**src/rtl/pipe_hazard_ctrl_pkg.sv**
```systemverilog
// ---------------------------------------------------------------------------
// pipe_hazard_ctrl_pkg
// Shared definitions for the pipeline interlock controller:
//   - operand forwarding select encodings (FWD_*)
//   - multicycle sequencer state type
//   - default EX occupancy of a multicycle op
// ---------------------------------------------------------------------------
package pipe_hazard_ctrl_pkg;

  // Operand select encodings driven onto fwda/fwdb.
  localparam logic [1:0] FWD_RF     = 2'b00;
  localparam logic [1:0] FWD_EXALU  = 2'b01;
  localparam logic [1:0] FWD_MEMALU = 2'b10;
  localparam logic [1:0] FWD_MEMLD  = 2'b11;

  // Multicycle sequencer states.
  typedef enum logic {
    ST_IDLE = 1'b0,
    ST_BUSY = 1'b1
  } mc_state_e;

  // EX occupancy of a mul/div in cycles (legal 2..15, fits the 4-bit counter).
  localparam int MC_LAT_DEFAULT = 4;

endpackage

```
**src/rtl/pipe_hazard_ctrl_if.sv**
```systemverilog
// ---------------------------------------------------------------------------
// pipe_hazard_ctrl_if
// Bundle of the ID/EX/MEM status signals seen by the hazard controller and
// the interlock/forwarding controls it returns to the datapath.
//   master : datapath side (drives stage status, receives controls)
//   slave  : controller side (receives stage status, drives controls)
// ---------------------------------------------------------------------------
interface pipe_hazard_ctrl_if #(
  parameter int RN_W  = 5,
  parameter int CNT_W = 16
);

  // ID stage
  logic [RN_W-1:0]  drs;
  logic [RN_W-1:0]  drt;
  logic             drs_used;
  logic             drt_used;
  logic             dmc;
  logic             dbranch_taken;
  // EX stage
  logic [RN_W-1:0]  ern;
  logic             ewreg;
  logic             em2reg;
  // MEM stage
  logic [RN_W-1:0]  mrn;
  logic             mwreg;
  logic             mm2reg;
  // Controls back to the pipeline
  logic [1:0]       fwda;
  logic [1:0]       fwdb;
  logic             wpcir;
  logic             de_bubble;
  logic             ex_hold;
  logic             em_bubble;
  logic             ifid_flush;
  logic             mc_busy;
  logic [CNT_W-1:0] stall_cnt;

  modport master (
    output drs, drt, drs_used, drt_used, dmc, dbranch_taken,
           ern, ewreg, em2reg, mrn, mwreg, mm2reg,
    input  fwda, fwdb, wpcir, de_bubble, ex_hold, em_bubble,
           ifid_flush, mc_busy, stall_cnt
  );

  modport slave (
    input  drs, drt, drs_used, drt_used, dmc, dbranch_taken,
           ern, ewreg, em2reg, mrn, mwreg, mm2reg,
    output fwda, fwdb, wpcir, de_bubble, ex_hold, em_bubble,
           ifid_flush, mc_busy, stall_cnt
  );

endinterface

```
**src/rtl/pipe_hazard_ctrl_fwd_sel.sv**
```systemverilog
// ---------------------------------------------------------------------------
// pipe_fwd_sel
// Combinational operand-forwarding select for one ID source register.
// Ports:
//   rn_i               : ID source register number
//   ern_i/ewreg_i/em2reg_i : EX destination, write enable, load flag
//   mrn_i/mwreg_i/mm2reg_i : MEM destination, write enable, load flag
//   fwd_o              : 2-bit select (FWD_* encodings)
// ---------------------------------------------------------------------------
module pipe_fwd_sel
  import pipe_hazard_ctrl_pkg::*;
#(
  parameter int RN_W = 5
) (
  input  logic [RN_W-1:0] rn_i,
  input  logic [RN_W-1:0] ern_i,
  input  logic            ewreg_i,
  input  logic            em2reg_i,
  input  logic [RN_W-1:0] mrn_i,
  input  logic            mwreg_i,
  input  logic            mm2reg_i,
  output logic [1:0]      fwd_o
);

  logic rnNonZero;
  logic exHit;
  logic memHit;

  assign rnNonZero = (rn_i != '0);
  assign exHit     = rnNonZero && ewreg_i && (ern_i == rn_i);
  assign memHit    = rnNonZero && mwreg_i && (mrn_i == rn_i);

  // The youngest producer wins: an EX ALU result beats anything in MEM.
  // A load still in EX cannot be forwarded, so it falls through to MEM
  // (the load-use interlock covers that case).
  always_comb begin
    fwd_o = FWD_RF;
    if (exHit && !em2reg_i) begin
      fwd_o = FWD_EXALU;
    end else if (memHit && !mm2reg_i) begin
      fwd_o = FWD_MEMALU;
    end else if (memHit && mm2reg_i) begin
      fwd_o = FWD_MEMLD;
    end
  end

endmodule

```
**src/rtl/pipe_hazard_ctrl.sv**
```systemverilog
// ---------------------------------------------------------------------------
// pipe_hazard_ctrl
// Pipeline interlock and sequencing controller for the 5-stage pipeline:
// operand forwarding for ID, load-use stall, multicycle EX sequencing,
// IF/ID flush for taken branches and a saturating stall-cycle counter.
// Ports:
//   clock  : pipeline clock, rising edge
//   resetn : asynchronous, active-low reset
//   hz     : slave side of pipe_hazard_ctrl_if (stage status in, controls out)
// ---------------------------------------------------------------------------
module pipe_hazard_ctrl
  import pipe_hazard_ctrl_pkg::*;
#(
  parameter int MC_LAT = MC_LAT_DEFAULT,
  parameter int RN_W   = 5,
  parameter int CNT_W  = 16
) (
  input  logic               clock,
  input  logic               resetn,
  pipe_hazard_ctrl_if.slave  hz
);

  localparam logic [3:0] MC_LAST = 4'(MC_LAT - 1);

  mc_state_e        state_q;
  logic [3:0]       cnt_q;
  logic             busy_q;
  logic [CNT_W-1:0] stall_q;
  logic [CNT_W-1:0] stall_d;
  logic             loadUse;
  logic             wpcirInt;

  // Forwarding selects for both ID source operands.
  pipe_fwd_sel #(.RN_W(RN_W)) u_fwd_rs (
    .rn_i     (hz.drs),
    .ern_i    (hz.ern),
    .ewreg_i  (hz.ewreg),
    .em2reg_i (hz.em2reg),
    .mrn_i    (hz.mrn),
    .mwreg_i  (hz.mwreg),
    .mm2reg_i (hz.mm2reg),
    .fwd_o    (hz.fwda)
  );

  pipe_fwd_sel #(.RN_W(RN_W)) u_fwd_rt (
    .rn_i     (hz.drt),
    .ern_i    (hz.ern),
    .ewreg_i  (hz.ewreg),
    .em2reg_i (hz.em2reg),
    .mrn_i    (hz.mrn),
    .mwreg_i  (hz.mwreg),
    .mm2reg_i (hz.mm2reg),
    .fwd_o    (hz.fwdb)
  );

  // A load in EX whose destination is read by the ID instruction cannot be
  // forwarded in time; hold ID for one cycle and bubble the slot into EX.
  assign loadUse = hz.ewreg && hz.em2reg && (hz.ern != '0) &&
                   (((hz.ern == hz.drs) && hz.drs_used) ||
                    ((hz.ern == hz.drt) && hz.drt_used));

  // While the sequencer is busy, ID is frozen, so load-use and branch
  // decisions are suppressed and re-evaluated once it returns to IDLE.
  assign wpcirInt      = !(busy_q || loadUse);
  assign hz.wpcir      = wpcirInt;
  assign hz.de_bubble  = loadUse && !busy_q;
  assign hz.ifid_flush = hz.dbranch_taken && !loadUse && !busy_q;
  assign hz.ex_hold    = busy_q;
  assign hz.em_bubble  = busy_q;
  assign hz.mc_busy    = busy_q;

  // Multicycle sequencer: a mul/div accepted in IDLE enters EX on that edge,
  // then BUSY holds the front of the pipe for MC_LAT-1 further cycles while
  // bubbles flow into MEM. busy_q is the registered copy of "in BUSY" that
  // drives the hold/bubble outputs, so reset drops them immediately.
  always_ff @(posedge clock or negedge resetn) begin
    if (!resetn) begin
      state_q <= ST_IDLE;
      cnt_q   <= '0;
      busy_q  <= 1'b0;
    end else begin
      case (state_q)
        ST_IDLE: begin
          if (hz.dmc && !loadUse) begin
            state_q <= ST_BUSY;
            cnt_q   <= MC_LAST;
            busy_q  <= 1'b1;
          end
        end
        ST_BUSY: begin
          cnt_q <= cnt_q - 4'd1;
          if (cnt_q == 4'd1) begin
            state_q <= ST_IDLE;
            busy_q  <= 1'b0;
          end
        end
        default: begin
          state_q <= ST_IDLE;
          busy_q  <= 1'b0;
        end
      endcase
    end
  end

  // Stall statistics: count every edge on which the front end is held,
  // sticking at all-ones instead of wrapping.
  always_comb begin
    stall_d = stall_q;
    if (!wpcirInt && (stall_q != {CNT_W{1'b1}})) begin
      stall_d = stall_q + 1'b1;
    end
  end

  always_ff @(posedge clock or negedge resetn) begin
    if (!resetn) begin
      stall_q <= '0;
    end else begin
      stall_q <= stall_d;
    end
  end

  assign hz.stall_cnt = stall_q;

endmodule

```
**src/flat_wrapper.sv**
```systemverilog
// flat-port wrapper written by rule: the top's interface ports become plain ports
module pipe_hazard_ctrl_flat import pipe_hazard_ctrl_pkg::*;
#(
  parameter int MC_LAT = MC_LAT_DEFAULT,
  parameter int RN_W   = 5,
  parameter int CNT_W  = 16
)
  (clock, resetn, hz_drs, hz_drt, hz_drs_used, hz_drt_used, hz_dmc, hz_dbranch_taken, hz_ern, hz_ewreg, hz_em2reg, hz_mrn, hz_mwreg, hz_mm2reg, hz_fwda, hz_fwdb, hz_wpcir, hz_de_bubble, hz_ex_hold, hz_em_bubble, hz_ifid_flush, hz_mc_busy, hz_stall_cnt);
  pipe_hazard_ctrl_if #(.RN_W(RN_W), .CNT_W(CNT_W)) hz_i ();
  input  logic clock;
  input  logic resetn;
  input wire logic [$bits(hz_i.drs)-1:0] hz_drs;
  input wire logic [$bits(hz_i.drt)-1:0] hz_drt;
  input wire logic [$bits(hz_i.drs_used)-1:0] hz_drs_used;
  input wire logic [$bits(hz_i.drt_used)-1:0] hz_drt_used;
  input wire logic [$bits(hz_i.dmc)-1:0] hz_dmc;
  input wire logic [$bits(hz_i.dbranch_taken)-1:0] hz_dbranch_taken;
  input wire logic [$bits(hz_i.ern)-1:0] hz_ern;
  input wire logic [$bits(hz_i.ewreg)-1:0] hz_ewreg;
  input wire logic [$bits(hz_i.em2reg)-1:0] hz_em2reg;
  input wire logic [$bits(hz_i.mrn)-1:0] hz_mrn;
  input wire logic [$bits(hz_i.mwreg)-1:0] hz_mwreg;
  input wire logic [$bits(hz_i.mm2reg)-1:0] hz_mm2reg;
  output wire logic [$bits(hz_i.fwda)-1:0] hz_fwda;
  output wire logic [$bits(hz_i.fwdb)-1:0] hz_fwdb;
  output wire logic [$bits(hz_i.wpcir)-1:0] hz_wpcir;
  output wire logic [$bits(hz_i.de_bubble)-1:0] hz_de_bubble;
  output wire logic [$bits(hz_i.ex_hold)-1:0] hz_ex_hold;
  output wire logic [$bits(hz_i.em_bubble)-1:0] hz_em_bubble;
  output wire logic [$bits(hz_i.ifid_flush)-1:0] hz_ifid_flush;
  output wire logic [$bits(hz_i.mc_busy)-1:0] hz_mc_busy;
  output wire logic [$bits(hz_i.stall_cnt)-1:0] hz_stall_cnt;
  assign hz_i.drs = hz_drs;
  assign hz_i.drt = hz_drt;
  assign hz_i.drs_used = hz_drs_used;
  assign hz_i.drt_used = hz_drt_used;
  assign hz_i.dmc = hz_dmc;
  assign hz_i.dbranch_taken = hz_dbranch_taken;
  assign hz_i.ern = hz_ern;
  assign hz_i.ewreg = hz_ewreg;
  assign hz_i.em2reg = hz_em2reg;
  assign hz_i.mrn = hz_mrn;
  assign hz_i.mwreg = hz_mwreg;
  assign hz_i.mm2reg = hz_mm2reg;
  assign hz_fwda = hz_i.fwda;
  assign hz_fwdb = hz_i.fwdb;
  assign hz_wpcir = hz_i.wpcir;
  assign hz_de_bubble = hz_i.de_bubble;
  assign hz_ex_hold = hz_i.ex_hold;
  assign hz_em_bubble = hz_i.em_bubble;
  assign hz_ifid_flush = hz_i.ifid_flush;
  assign hz_mc_busy = hz_i.mc_busy;
  assign hz_stall_cnt = hz_i.stall_cnt;
  pipe_hazard_ctrl #(.MC_LAT(MC_LAT), .RN_W(RN_W), .CNT_W(CNT_W)) u_core (.clock(clock), .resetn(resetn), .hz(hz_i));
endmodule
```
**config.mk**
```make
export PLATFORM = sky130hd
export DESIGN_NAME = pipe_hazard_ctrl_flat
export DESIGN_NICKNAME = d
export VERILOG_FILES = /design/src/rtl/pipe_hazard_ctrl_pkg.sv /design/src/rtl/pipe_hazard_ctrl_if.sv /design/src/rtl/pipe_hazard_ctrl_fwd_sel.sv /design/src/rtl/pipe_hazard_ctrl.sv /design/src/flat_wrapper.sv
export SDC_FILE = /design/constraint.sdc
export NUM_CORES = 1
export LEC_CHECK = 0
export CORE_MARGIN = 8
export CORE_UTILIZATION = 44
export CTS_CLUSTER_SIZE = 24
export DETAILED_ROUTE_END_ITERATION = 12
export GPL_ROUTABILITY_DRIVEN = 0
export PLACE_DENSITY = 0.76
export SLEW_MARGIN = 0
export SYNTH_ARGS = -nofsm -noshare
export SYNTH_HDL_FRONTEND = slang
export SYNTH_SLANG_ARGS = --single-unit
```
**constraint.sdc**
```tcl
create_clock -name clock -period 2.3 [get_ports clock]
set_clock_uncertainty 0.05 [all_clocks]
set_input_delay 0.46 -clock clock [delete_from_list [all_inputs] [get_ports clock]]
set_output_delay 0.46 -clock clock [all_outputs]
set_load 0.05 [all_outputs]
```
==> flow_summary.toml, run 1 <==
[status]
status = "finished clean"

[sta]
max_clock_freq_mhz = 445
worstMarginPinSlew_ps = 527
finalCriticalPeriod_ps = 2250
timing.final.crit_share = 0.978
timing.final.ws_setup_ps = 50.5
slew_violations = 0
slew_headroom = 0.648
finalSetupViolCount = 0
finalHoldViolCount = 0

[route]
drc = 0
drtIter0Drc = 56
routed.top_layer = "met4"
wl_met1_microns = 1890
dr.pass1.iters = 4
wl_met2_microns = 2280
wl_per_cell_microns = 16.6
drt.antenna.violating_nets = 0
vias = 1451
wirelength_microns = 4680
vias_per_cell = 5.16
wl_met3_microns = 403

[yosys]
synth_largest_area_cell = "dfrtp_1"
synth_edf_count = 0
async_flop_share = 1.00
synth.distinct_cells = 38
synthTopCellsByCount = "22 x dfrtp_1, 20 x xnor2_1, 16 x nand2_1"
syn_inst = 157
ys_seq_elements = 22
ys_seq_area_frac = 0.370
synth_most_common_cell = "dfrtp_1"
syn_area_sq_um = 1490
synth.area.top_cells = "dfrtp_1 37%, xnor2_1 12%, xor2_1 7.7%"
postSynthAreaPerCell_sq_um = 9.47
ys.flop_type = "dfrtp_1"
synth_top_area_share = 0.370
yosys_warnings = 0
syn_nets = 190

[grt]
grt_max_degree = 23
antenna_found_initial = 1
grt_pass1_wl_microns = 7580
grtUsageTotal = 0.177
grt_pass1_vias = 1593
gr-total-overflow = 0

[critical_path]
crit_fanout = 2
critPathKind = "in2out"
critPathCaptureType = "output pin"
cp_data_arrival_time_ps = 1740
startpoint_type = "primary input"
required_ps = 1790

[clocking]
ctsHoldBuffers = 0
cts_tree = "built"
insertion_delay_ps = 320
clockBufferDepth = 2
numClockSinks = 22
cts-root-buf = "clkbuf_4"
path_clk_slew_ps = 140
cts_buffers = 3
htreeDepth = 1

[power_and_ir_drop]
power_density_nw_per_um2 = 879
p_comb_frac = 0.563
p_sw_mw = 0.991
power_mw = 2.18
irDropWorstVdd_mv = 0.512
power.internal_mw = 1.19
p_leak_nw = 1.09
p_clk_frac = 0.137
power_switching_share = 0.454
p_seq_frac = 0.301

[cells_and_area]
drive_gt1_frac = 0.342
layout.nets = 268
area_delta_synth_final_pct = 66.8

[die]
ioPinCount = 56
dieArea_sq_um = 5490
start_util = 0.453
num_rows = 21
coreArea_sq_um = 3280
die_y_microns = 74.1
die_w_microns = 74.1

[placed_design]
port_buffers = 55
pre_cts_ws_ps = -379
hpwl_microns = 3570

[min_path]
hold_class = "in2async"

[job]
max_cap_violations = 0
-- worst max-delay path, stage by stage --
cell and delay [ps]:
buf_2 120, buf_6 120, or4_4 530, nor2_4 130, nor4_2 60, and2_1 160
buf_6 150
-- metal layers --
metal / up-vias / GRT usage
met5: - / 0
met4: 0 / 0.0798
met3: 12 / 0.0633
met2: 58 / 0.309
met1: 680 / 0.187
li1: 701 / -
-- final timing paths --
check | from | to | slack [ps] | cells after the start
hold / removal | resetn | u_core.hz.stall_cnt[7] | 430 | 2
max in group asynchronous | resetn | u_core.cnt_q[3] | 1530 | 2
setup reg to reg | u_core.hz.stall_cnt[1] | u_core.hz.stall_cnt[1] | 210 | 6
min in group clock | u_core.hz.stall_cnt[15] | u_core.hz.stall_cnt[15] | 460 | 1
setup / recovery | hz_drt[4] | hz_fwdb[1] | 50 | 7
hold reg to reg | u_core.hz.stall_cnt[15] | u_core.hz.stall_cnt[15] | 460 | 1
-- cells in the final DEF (no fill, tap or decap), types with 3 or more instances in the layout --
cell type and instances:
clkdlybuf4s50_1 27, dfrtp_1 21, buf_4 18, nand2_1 16, xor2_1 13, nor2_1 11
xnor2_2 10, xnor2_1 10, inv_1 7, buf_2 7, o21ai_0 6, buf_6 6
buf_12 6, nand3_1 5, dlygate4sd2_1 5, nand4_1 4, clkdlybuf4s15_1 4, nand3_2 3
and4_1 3, nor4_1 3, nor3_1 3, ha_1 3, clkbuf_4 3, clkbuf_2 3
-- timing repair --
item	CTS	global route
pin swaps	22	14
resized for setup	77	17
hold endpoints to repair	0	0
buffers inserted	2	1
setup endpoints to repair	9	7
-- area by class of cell --
class	count	area (sq um)
Sequential cell	22	552
Inverter	7	26.3
Timing Repair Buffer	77	738
Clock inverter	1	30.0
Antenna cell	1	2.50
Tap cell	46	57.6
Multi-Input combinational cell	124	1050
Clock buffer	3	22.5
Fill cell	232	805
-- registers in the layout, indices dropped and copies added, names as in the netlist --
signal,cells
u_core.cnt_q,4
u_core.hz.stall_cnt,16
u_core.state_q,1
u_core.hz.em_bubble,1
-- per-stage QoR --
step	utilization	setup TNS (ps)	instance area [sq um]	instances	hold slack, ps
floorplan	-	-261	1490	157	114
global placement	0.690	-4600	2270	273	432
detailed placement	0.690	-6000	2270	273	442
CTS	0.742	-27.6	2440	279	443
global route	0.755	-12.8	2480	281	452
finish	0.755	0	2480	281	425
-- power by group through the flow --
stage                     clock [mW]  combinational (mW)  sequential (mW)
after CTS                      0.300                1.22            0.656
final                          0.298                1.23            0.656
after detailed placement           0                1.20            0.664
after global placement             0                1.17            0.652
after global routing           0.315                1.31            0.679
after floorplan                    0               0.503            0.888
-- kinds of logic (layout without fill, tap and decap cells) --
| kind of cell | Yosys count | count (layout) | synth area share |
|---|---|---|---|
| xor+xnor | 33 | 33 | 0.194 |
| compound gates | 20 | 20 | 0.123 |
| simple gates | 66 | 66 | 0.231 |
| flops | 22 | 22 | 0.370 |
| buf+inv | 11 | 88 | 0.0379 |
| other cells | 0 | 1 | 0 |
| fa+ha+maj | 3 | 3 | 0.0253 |
| mux | 2 | 2 | 0.0177 |
(Power assumes the default switching activity.)
==> run 2: changes to the inputs <==
--- a/config.mk
+++ b/config.mk
@@ -11,6 +11,7 @@
 export DETAILED_ROUTE_END_ITERATION = 12
 export GPL_ROUTABILITY_DRIVEN = 0
 export PLACE_DENSITY = 0.76
+export REMOVE_ABC_BUFFERS = 1
 export SLEW_MARGIN = 0
 export SYNTH_ARGS = -nofsm -noshare
 export SYNTH_HDL_FRONTEND = slang
==> run 2 against run 1 <==
Net effect: highest routed layer unchanged; register-to-register slack gained 30 ps; combinational power shrank 3%; routed wire length decreased by 3.5%; first-iteration DRC count is 41% lower; critical path type unchanged.
==> flow_summary.toml, run 2 (synthesis results as in run 1) <==
[status]
status = "finished clean"

[critical_path]
crit_family = "simple AND/OR/NAND/NOR gates"
critPathMaxStageDelay_ps = 550
path_cells = "buf_2, or4_4, nor2_4, nor3_4, a22o_1, buf_6"
critPathKind = "in2out"
critPathCaptureType = "output pin"
startpoint_type = "primary input"
cp_data_arrival_time_ps = 1740
rr_worst_depth = 8
path_depth = 6
cp_slowest_cell = "or4_4"
cp.buffers_inverters = 2
required_ps = 1790
crit_fanout = 3

[clocking]
insertion_delay_ps = 310
path_clk_slew_ps = 120
clockBufferDepth = 2
htreeDepth = 1
cts-root-buf = "clkbuf_4"
numClockSinks = 22
cts_tree = "built"
cts_buffers = 3

[grt]
grtUsageTotal = 0.169
use_met1 = 0.182
grt_pass1_vias = 1537
met2_usage = 0.291
antenna_found_initial = 0
top_usage_layer = "met2"
gr-total-overflow = 0
grt_max_degree = 23
grt_pass1_wl_microns = 7210
grt_use_met3 = 0.0539

[job]
max_cap_violations = 0

[route]
dr.pass1.iters = 3
vias_per_cell = 5.20
drtIter0Drc = 33
drt.antenna.violating_nets = 0
wl_per_cell_microns = 16.0
drc = 0
wirelength_microns = 4510
vias = 1466

[sta]
slew_violations = 0
whs_ps = 435
finalCriticalPeriod_ps = 2250
finalSetupViolCount = 0
worstMarginPinSlew_ps = 517
timing.final.ws_setup_ps = 46.1
slew_headroom = 0.654
max_clock_freq_mhz = 444
timing.final.crit_share = 0.980
timing.setup.tns_ps = 0
finalHoldViolCount = 0

[cells_and_area]
layout_commonest_cell = "clkdlybuf4s50_1"
multi_input_area_sq_um = 1010
layout.nets = 270
drive_gt1_frac = 0.322
final_cell_mix = "27 x clkdlybuf4s50_1, 22 x dfrtp_1, 21 x buf_4, 15 x nand2_1, 14 x xnor2_1"
seqCellArea_sq_um = 551
fillCellCount = 247
n_antenna_cell = 0
fin_cells = 282
largest_reg_flops = 16
area_delta_synth_final_pct = 63.0

[die]
num_rows = 21
ioPinCount = 56
start_util = 0.453
coreArea_sq_um = 3280
die_w_microns = 74.1
die_y_microns = 74.1
dieArea_sq_um = 5490

[min_path]
hold_class = "in2async"

[placed_design]
pre_cts_ws_ps = -390
port_buffers = 55
dp.cells = 273
hpwl_microns = 3460

[power_and_ir_drop]
power_mw = 2.05
power_density_nw_per_um2 = 847
p_leak_nw = 1.07
irDropWorstVdd_mv = 0.726
-- run 2: cell count changes in the layout (fill, tap and decap cells not counted), moves of 3 or more --
cell             before  now
buf_2                 7    3
buf_6                 6   10
xnor2_1              10   14
xnor2_2              10    6
buf_4                18   21
clkdlybuf4s15_1       4    1
dlygate4sd2_1         5    8
-- run 2: per-layer routing --
metal  share of wire  up-vias
met4           0.040        0
met5               0        -
li1                -      710
met1            0.39      688
met3           0.089       13
met2            0.48       55
-- run 2: cell type report --
| class | instances | share of cell area |
|---|---|---|
| Multi-Input combinational cell | 124 | 0.418 |
| Timing Repair Buffer | 79 | 0.306 |
| Inverter | 7 | 0.0108 |
| Sequential cell | 22 | 0.227 |
| Clock buffer | 4 | 0.0150 |
| Tap cell | 46 | 0.0237 |
-- run 2: worst paths after layout --
kind,start,end,slack (ps)
worst max-delay path,hz_drs[3],hz_fwda[0],50
worst min-delay path,resetn,u_core.hz.stall_cnt[13],430
worst max register to register,u_core.hz.stall_cnt[0],u_core.hz.stall_cnt[15],240
worst min register to register,u_core.hz.stall_cnt[15],u_core.hz.stall_cnt[15],440
max in group asynchronous,resetn,u_core.hz.stall_cnt[9],1540
min in group clock,u_core.hz.stall_cnt[15],u_core.hz.stall_cnt[15],440
-- run 2: metrics by stage --
stage | util | area, sq um
after detailed placement | 0.682 | 2240
after CTS | 0.719 | 2360
after global routing | 0.738 | 2420
after floorplan | - | 1460
final | 0.738 | 2420
after global placement | 0.682 | 2240
-- run 2: repair_timing --
item,CTS,global route
endpoints found under the hold margin,0,0
pin swaps,20,19
setup buffers,3,3
endpoints found under the setup margin,8,7
hold buffers,0,0
resized for setup,69,27
-- run 2: power breakdown --
group          switching [mW]  leakage (nW)  internal [mW]
Clock                   0.112        0.0210         0.0966
Sequential              0.152         0.268          0.505
Combinational           0.698         0.785          0.490
Total                   0.963          1.07           1.09
==> run 3: changes to the inputs <==
--- a/config.mk
+++ b/config.mk
@@ -7,12 +7,12 @@
 export LEC_CHECK = 0
 export CORE_MARGIN = 8
 export CORE_UTILIZATION = 44
+export CTS_CLUSTER_DIAMETER = 120
 export CTS_CLUSTER_SIZE = 24
 export DETAILED_ROUTE_END_ITERATION = 12
 export GPL_ROUTABILITY_DRIVEN = 0
 export PLACE_DENSITY = 0.76
 export REMOVE_ABC_BUFFERS = 1
-export SLEW_MARGIN = 0
 export SYNTH_ARGS = -nofsm -noshare
 export SYNTH_HDL_FRONTEND = slang
 export SYNTH_SLANG_ARGS = --single-unit
==> results of run 3 <==
No change in the layout: final DEF, timing and power equal those of run 2.
